===== src/rtl/hazard_ctrl.sv =====
// Pipeline hazard/stall controller: load-use interlock, execute-stage redirect flush,
// data-memory wait stalls with a sticky watchdog. HAZARD_PERF_CNT_EN adds stall/flush counters.
module hazard_ctrl #(
  parameter int unsigned WD_CYCLES = 255
) (
  input  logic        clock,
  input  logic        reset_n,
  input  logic [31:0] inst_d,
  input  logic [31:0] inst_x,
  input  logic        br_taken_x,
  input  logic        mem_busy,
  output logic        stall_f,
  output logic        stall_d,
  output logic        stall_x,
  output logic        stall_m,
  output logic        flush_d,
  output logic        bubble_x,
  output logic        bubble_w,
  output logic        mem_timeout
`ifdef HAZARD_PERF_CNT_EN
  ,
  output logic [31:0] stall_cnt,
  output logic [31:0] flush_cnt
`endif
);

  typedef enum logic [1:0] {RUN, MEM_WAIT, ERROR} state_t;

  localparam logic [4:0] OP_LOAD   = 5'b00000;
  localparam logic [15:0] WD_LIMIT = 16'(WD_CYCLES);

  state_t      state, next_state;
  logic [15:0] wait_cnt, wait_nxt;
  logic        load_use;

  function automatic logic uses_rs1(input logic [4:0] op);
    return (op == 5'b01100) || (op == 5'b00100) || (op == 5'b00000) ||
           (op == 5'b01000) || (op == 5'b11000) || (op == 5'b11001);
  endfunction

  function automatic logic uses_rs2(input logic [4:0] op);
    return (op == 5'b01100) || (op == 5'b01000) || (op == 5'b11000);
  endfunction

  // Encoding fields this block never looks at.
  logic unused_inst;
  assign unused_inst = ^{inst_d[31:25], inst_d[14:7], inst_d[1:0], inst_x[31:12], inst_x[1:0]};

  always_comb begin
    load_use = 1'b0;
    if ((inst_x[6:2] == OP_LOAD) && (inst_x[11:7] != 5'd0)) begin
      load_use = (uses_rs1(inst_d[6:2]) && (inst_d[19:15] == inst_x[11:7])) ||
                 (uses_rs2(inst_d[6:2]) && (inst_d[24:20] == inst_x[11:7]));
    end
  end

  always_comb begin
    // NOTE: every output and next-state variable gets a default first so no path infers a latch.
    next_state  = state;
    wait_nxt    = wait_cnt;
    stall_f     = 1'b0;
    stall_d     = 1'b0;
    stall_x     = 1'b0;
    stall_m     = 1'b0;
    flush_d     = 1'b0;
    bubble_x    = 1'b0;
    bubble_w    = 1'b0;
    mem_timeout = 1'b0;

    if ((state == ERROR) || mem_busy) begin
      // Frozen pipeline; branch and load-use are re-evaluated once memory releases.
      stall_f  = 1'b1;
      stall_d  = 1'b1;
      stall_x  = 1'b1;
      stall_m  = 1'b1;
      bubble_w = 1'b1;
    end else if (br_taken_x) begin
      flush_d  = 1'b1;
      bubble_x = 1'b1;
    end else if (load_use) begin
      stall_f  = 1'b1;
      stall_d  = 1'b1;
      bubble_x = 1'b1;
    end

    case (state)
      RUN: begin
        if (mem_busy) begin
          next_state = MEM_WAIT;
          wait_nxt   = (wait_cnt == 16'hFFFF) ? wait_cnt : wait_cnt + 16'd1;
        end
      end
      MEM_WAIT: begin
        if (mem_busy) begin
          if (wait_cnt == WD_LIMIT) next_state = ERROR;
          wait_nxt = (wait_cnt == 16'hFFFF) ? wait_cnt : wait_cnt + 16'd1;
        end else begin
          next_state = RUN;
          wait_nxt   = 16'd0;
        end
      end
      ERROR:   mem_timeout = 1'b1;
      default: next_state = RUN;
    endcase

    // Outputs are quiet for the whole reset assertion, not only after the state clears.
    if (!reset_n) begin
      stall_f     = 1'b0;
      stall_d     = 1'b0;
      stall_x     = 1'b0;
      stall_m     = 1'b0;
      flush_d     = 1'b0;
      bubble_x    = 1'b0;
      bubble_w    = 1'b0;
      mem_timeout = 1'b0;
    end
  end

  always_ff @(posedge clock or negedge reset_n) begin
    if (!reset_n) begin
      state    <= RUN;
      wait_cnt <= 16'd0;
    end else begin
      // NOTE: sequential state uses non-blocking assignments so all registers see pre-edge values.
      state    <= next_state;
      wait_cnt <= wait_nxt;
    end
  end

`ifdef HAZARD_PERF_CNT_EN
  always_ff @(posedge clock or negedge reset_n) begin
    if (!reset_n) begin
      stall_cnt <= 32'd0;
      flush_cnt <= 32'd0;
    end else begin
      if (stall_f && (state != ERROR)) stall_cnt <= stall_cnt + 32'd1;
      if (flush_d)                     flush_cnt <= flush_cnt + 32'd1;
    end
  end
`endif

endmodule

===== config.mk =====
export PLATFORM = sky130hd
export DESIGN_NAME = hazard_ctrl
export DESIGN_NICKNAME = d
export VERILOG_FILES = /design/src/rtl/hazard_ctrl.sv
export SDC_FILE = /design/constraint.sdc
export NUM_CORES = 1
export LEC_CHECK = 0
export BUFFER_PORTS_ARGS = -buffer_cell sky130_fd_sc_hd__buf_2
export CORE_MARGIN = 3
export CORE_UTILIZATION = 47
export CTS_CLUSTER_DIAMETER = 40
export DETAILED_ROUTE_END_ITERATION = 16
export PLACE_DENSITY = 0.95
export SLEW_MARGIN = 20
export SYNTH_ARGS = -nofsm -noshare
export SYNTH_HDL_FRONTEND = slang
export SYNTH_SLANG_ARGS = --single-unit

===== constraint.sdc =====
create_clock -name clock -period 3.5 [get_ports clock]
set_clock_uncertainty 0.05 [all_clocks]
set_input_delay 0.7 -clock clock [delete_from_list [all_inputs] [get_ports clock]]
set_output_delay 0.7 -clock clock [all_outputs]
set_load 0.005 [all_outputs]

======== After elaboration in Yosys (flattened, before gate mapping) ========
Index checks and enable logic that the tools add are counted.
cells by class
  equality and inequality tests ........... 13
  bitwise logic cells ..................... 1
  reductions and logical operators ........ 19
  $add $sub $neg .......................... 1
  multiplexer cells ....................... 23
operator list
  operator                                        number
  2-to-1 mux 16 bit                               3
  case mux 16 bit (2 select lines)                1
  adder 16 x 1 -> 16 bit, second input constant   1
  == test 16 bit, second input constant           1
  == test 16 x 8 -> 1 bit, second input constant  1
  2-to-1 mux 1 bit                                15
  == test 5 x 4 -> 1 bit, second input constant   2
  == test 5 bit                                   2
  == test 5 bit, second input constant            2
  logical NOT 5 bit                               2
  logical OR 1 bit                                9
  2-to-1 mux 2 bit                                3
  case mux 2 bit (3 select lines)                 1
  == test 5 x 3 -> 1 bit, second input constant   1
  nonzero test 5 bit                              1
  logical AND 1 bit                               3
  != test 3 bit, second input constant            1
  AND reduction 3 bit                             1
  == test 2 x 1 -> 1 bit, second input constant   1
  == test 2 bit, second input constant            1
  logical NOT 2 bit                               1
  != test 2 bit, second input constant            1
  AND reduction 2 bit                             1
  nonzero test 2 bit                              1
  NOT 1 bit                                       1
word-level totals
  logic and storage cells ................. 59
  input port bits ......................... 68
  bits in registers ....................... 18
  output and inout port bits .............. 8

======== Depth between registers and ports, before layout ========
  depth in word-level cells ............... 13
  depth in mapped cells ................... 6
  mapped depth without buffers ............ 5

======== Least setup slack after synthesis ========
Ideal clock, no wire load.
  path kind ............................... input port to output port
  start ................................... input port inst_x[3]
  end ..................................... output port stall_f
  stages on the path ...................... 5
  data required time ...................... 2.750 ns
  setup slack ............................. 0.824 ns
  data arrival time ....................... 1.926 ns
  buffers on the path ..................... 1
  cells stage by stage .................... or4b_1 nor3_2 o211ai_1 o31ai_1 buf_4
between the ends
  cells in the longest elaborated chain, start to end .. 7
RTL lines
  element                         RTL line  text
  from (decl)                     9         input logic [31:0] inst_x,
  logical NOT 5 bit               51        if ((inst_x[6:2] == OP_LOAD) && (inst_x[11:7] != 5'd0)) begin
  logical AND 1 bit               51
  2-to-1 mux 1 bit                51
  2-to-1 mux 1 bit (4 in series)  --
  to (decl)                       12        output logic stall_f,
No other way between the ends.

======== Worst setup path after layout ========
  start ................................... input port inst_x[3]
  end ..................................... output port stall_f
between the ends
  cells in the longest elaborated chain, start to end .. 7
RTL lines
  element            RTL line  text
  logical NOT 5 bit  51
  logical AND 1 bit  51
  2-to-1 mux 1 bit   51
  2-to-1 mux 1 bit   80        end else if (load_use) begin
  2-to-1 mux 1 bit   77        end else if (br_taken_x) begin
  2-to-1 mux 1 bit   70        if ((state == ERROR) || mem_busy) begin
  2-to-1 mux 1 bit   107       if (!reset_n) begin
No other way between the ends.

==> impl_metrics.ini <==
[setup_path]
timing_worst_setup_path_type = in2out
slowest_delay_ns = 0.53
worstPathArrival_ns = 2.00
required_ns = 2.75
cpMostUsedCell = buf_2
crit_path_top_delay_cell = or4b_1
cp-end-kind = output port
cp_max_fo = 2
cp-start-kind = primary input
cp_cell_sequence = buf_2, or4b_1, nor3_2, o211ai_1, o31ai_1, buf_2

[final_layout]
fin_util = 0.599
multi_input_area_um2 = 816
seqCellArea_um2 = 450
drive_above_1_share = 0.318
nets = 243
diodes = 0
syn_to_final_growth_pct = 16.3
fill_cells = 221
final_cell_count_no_fill = 203

[clock_network]
worstSkewPairLatency_ns = 0.31
cts_tree = done
hold_buffers = 0
cts_resized = 0
cts_setup_buffers = 0
cts_made_buffers = 3
clk_path_buf_depth = 2
clkSinkCount = 18
cts_root_buf = clkbuf_4
clk_pin_slew_ns = 0.11
htreeDepth = 1

[floorplanning]
core_um2 = 2570
die-width_um = 59.1
fp.dieArea_um2 = 3490
ios = 76
num_rows = 18
die-height_um = 59.1
start_util = 0.516

[synthesis]
ys_ff_latch = 18
synth_cell_type_count = 50
syn_inst = 139
async_flop_share = 1.00
synth_top_area_cell = dfrtp_1
yosysWarnings = 0
yosys_most_used_dff = dfrtp_1
syn-num-nets = 208
yosysSeqAreaShare = 0.340
yosys-top-cells-area = dfrtp_1 (34%), xor2_1 (6.6%), mux2i_1 (6.0%), nand4_1 (3.8%), nand2_1 (3.1%)
synth.top_cell.area_share = 0.340
syn_avg_cell_area_um2 = 9.52
synth_edf_count = 0
synth_area_um2 = 1320

[timing]
fin_crit_sh = 0.785
setup_violations = 0
rsz0062_at_grt = false
maxSlewViolCount = 0
slew_headroom = 0.641
setup-tns-final_ns = 0
tightest_slew_ns = 0.537
final.min_clock_period_ns = 2.75
max_freq_ghz = 0.364
hold_viol = 0

[detailed_routing]
routed_wl_mm = 3.21
ant_nets = 0
top_layer = met4
viasPerCell = 6.19
met1_length_mm = 1.26
firstDrtPassIters = 4
wl_per_cell_um = 15.8
num_vias = 1257
wl_met2_mm = 1.68
drc = 0
first_iter_violations = 68
met3_length_um = 191

[pwr]
power.total_mw = 0.481
power_density_nw_per_um2 = 312
vdd_drop_max_mv = 0.286
p_leak_nw = 0.740

[place]
post-place-cells = 199
dp_hpwl_mm = 2.40
gp_congestion = 0.831
io_buffer_count = 36

[grt]
first_global_vias = 1213
antenna_found_initial = 0
overflow = 0
grt_max_degree = 22
grt.total_usage = 0.194
grt_pass1_wl_mm = 5.26

[hold_path]
hold_path_class = in2async

[run_status]
status = complete, no violations

[run]
maxCapViolations = 0
-- cells in the mapped netlist, drive strengths merged, types with 2 or more instances --
master and count:
nand3b 2, xor2 10, clkbuf 2, inv 3, and4 6, o31ai 3, nand3 4, a21oi 4
nand2 12, and3 4, mux2i 8, buf 5, o211ai 2, nand4 10, nor3 5, nor4 8
o21ai 5, dfrtp 18, nor2 8, nor2b 2, o311ai 2
-- path summary, 6_finish.rpt --
check	start	to	slack [ns]	cells past startpoint
setup / recovery	inst_x[3]	stall_f	0.75	6
hold / removal	reset_n	wait_cnt[7]	0.32	2
setup reg to reg	wait_cnt[0]	wait_cnt[10]	1.71	5
hold reg to reg	wait_cnt[11]	wait_cnt[11]	0.49	1
max in group asynchronous	reset_n	wait_cnt[1]	2.88	2
min in group clock	wait_cnt[11]	wait_cnt[11]	0.49	1
-- stage by stage --
step,hold slack [ns],worst slack (ns),cell area [µm²]
5_1_grt,0.330,0.639,1540
3_3_place_gp,0.468,0.747,1500
2_1_floorplan,0.354,0.824,1320
3_5_place_dp,0.478,0.738,1500
4_1_cts,0.333,0.738,1540
6_report,0.316,0.753,1540
-- kinds of logic (layout without fill, tap and decap cells) --
| logic type | count (synthesis) | count (layout) | synth area share |
|---|---|---|---|
| AOI/OAI and AO/OA | 25 | 25 | 0.132 |
| buffers and inverters | 10 | 44 | 0.0435 |
| DFF | 18 | 18 | 0.340 |
| and+or+nand+nor | 67 | 67 | 0.348 |
| muxes | 8 | 8 | 0.0605 |
| xor gates and xnor gates | 10 | 10 | 0.0662 |
| adders and majority gates | 1 | 1 | 0.00945 |
-- critical path, delay by kind of cell --
family / cells / cell delay [ns]
AOI/OAI and AO/OA: 2 / 0.36
buffers and inverters: 2 / 0.26
and+or+nand+nor: 2 / 0.68
-- routing by layer --
metal	GRT usage	vias to the layer above
met5	0	-
met4	0.0939	0
met3	0.0218	10
met2	0.358	45
met1	0.220	593
li1	-	609
-- cell usage in the layout (no fill, tap or decap), types with 2 or more instances in the layout --
master and instances:
buf_2 36, dfrtp_1 18, nand2_1 11, xor2_1 10, nand4_1 8, mux2i_1 8
nor2_1 7, nor4_1 6, o21ai_0 4, and3_1 4, and4_1 4, a21oi_1 4
inv_1 3, nor3_2 3, o31ai_1 3, nand3_1 3, clkbuf_4 3, nor2b_1 2
o211ai_1 2, nand3b_1 2, o311ai_1 2, nor4_2 2
-- final cells by class --
| cell class | count | area share |
|---|---|---|
| multi-input combinational | 111 | 0.530 |
| timing repair buffer | 37 | 0.122 |
| sequential | 18 | 0.293 |
| clock buffer | 4 | 0.0236 |
| tap | 30 | 0.0244 |
| inverter | 3 | 0.00732 |
-- report_power, final --
| part | internal, mW | total (mW) | switching [mW] |
|---|---|---|---|
| combinational | 0.0423 | 0.0909 | 0.0486 |
| clock | 0.0636 | 0.135 | 0.0711 |
| sequential | 0.226 | 0.255 | 0.0294 |
| total | 0.332 | 0.481 | 0.149 |
-- registers in the layout, indices dropped and copies added, names as in the netlist --
| signal | flops |
|---|---|
| state | 2 |
| wait_cnt | 16 |
No activity file was read; power rests on OpenSTA's default activity.
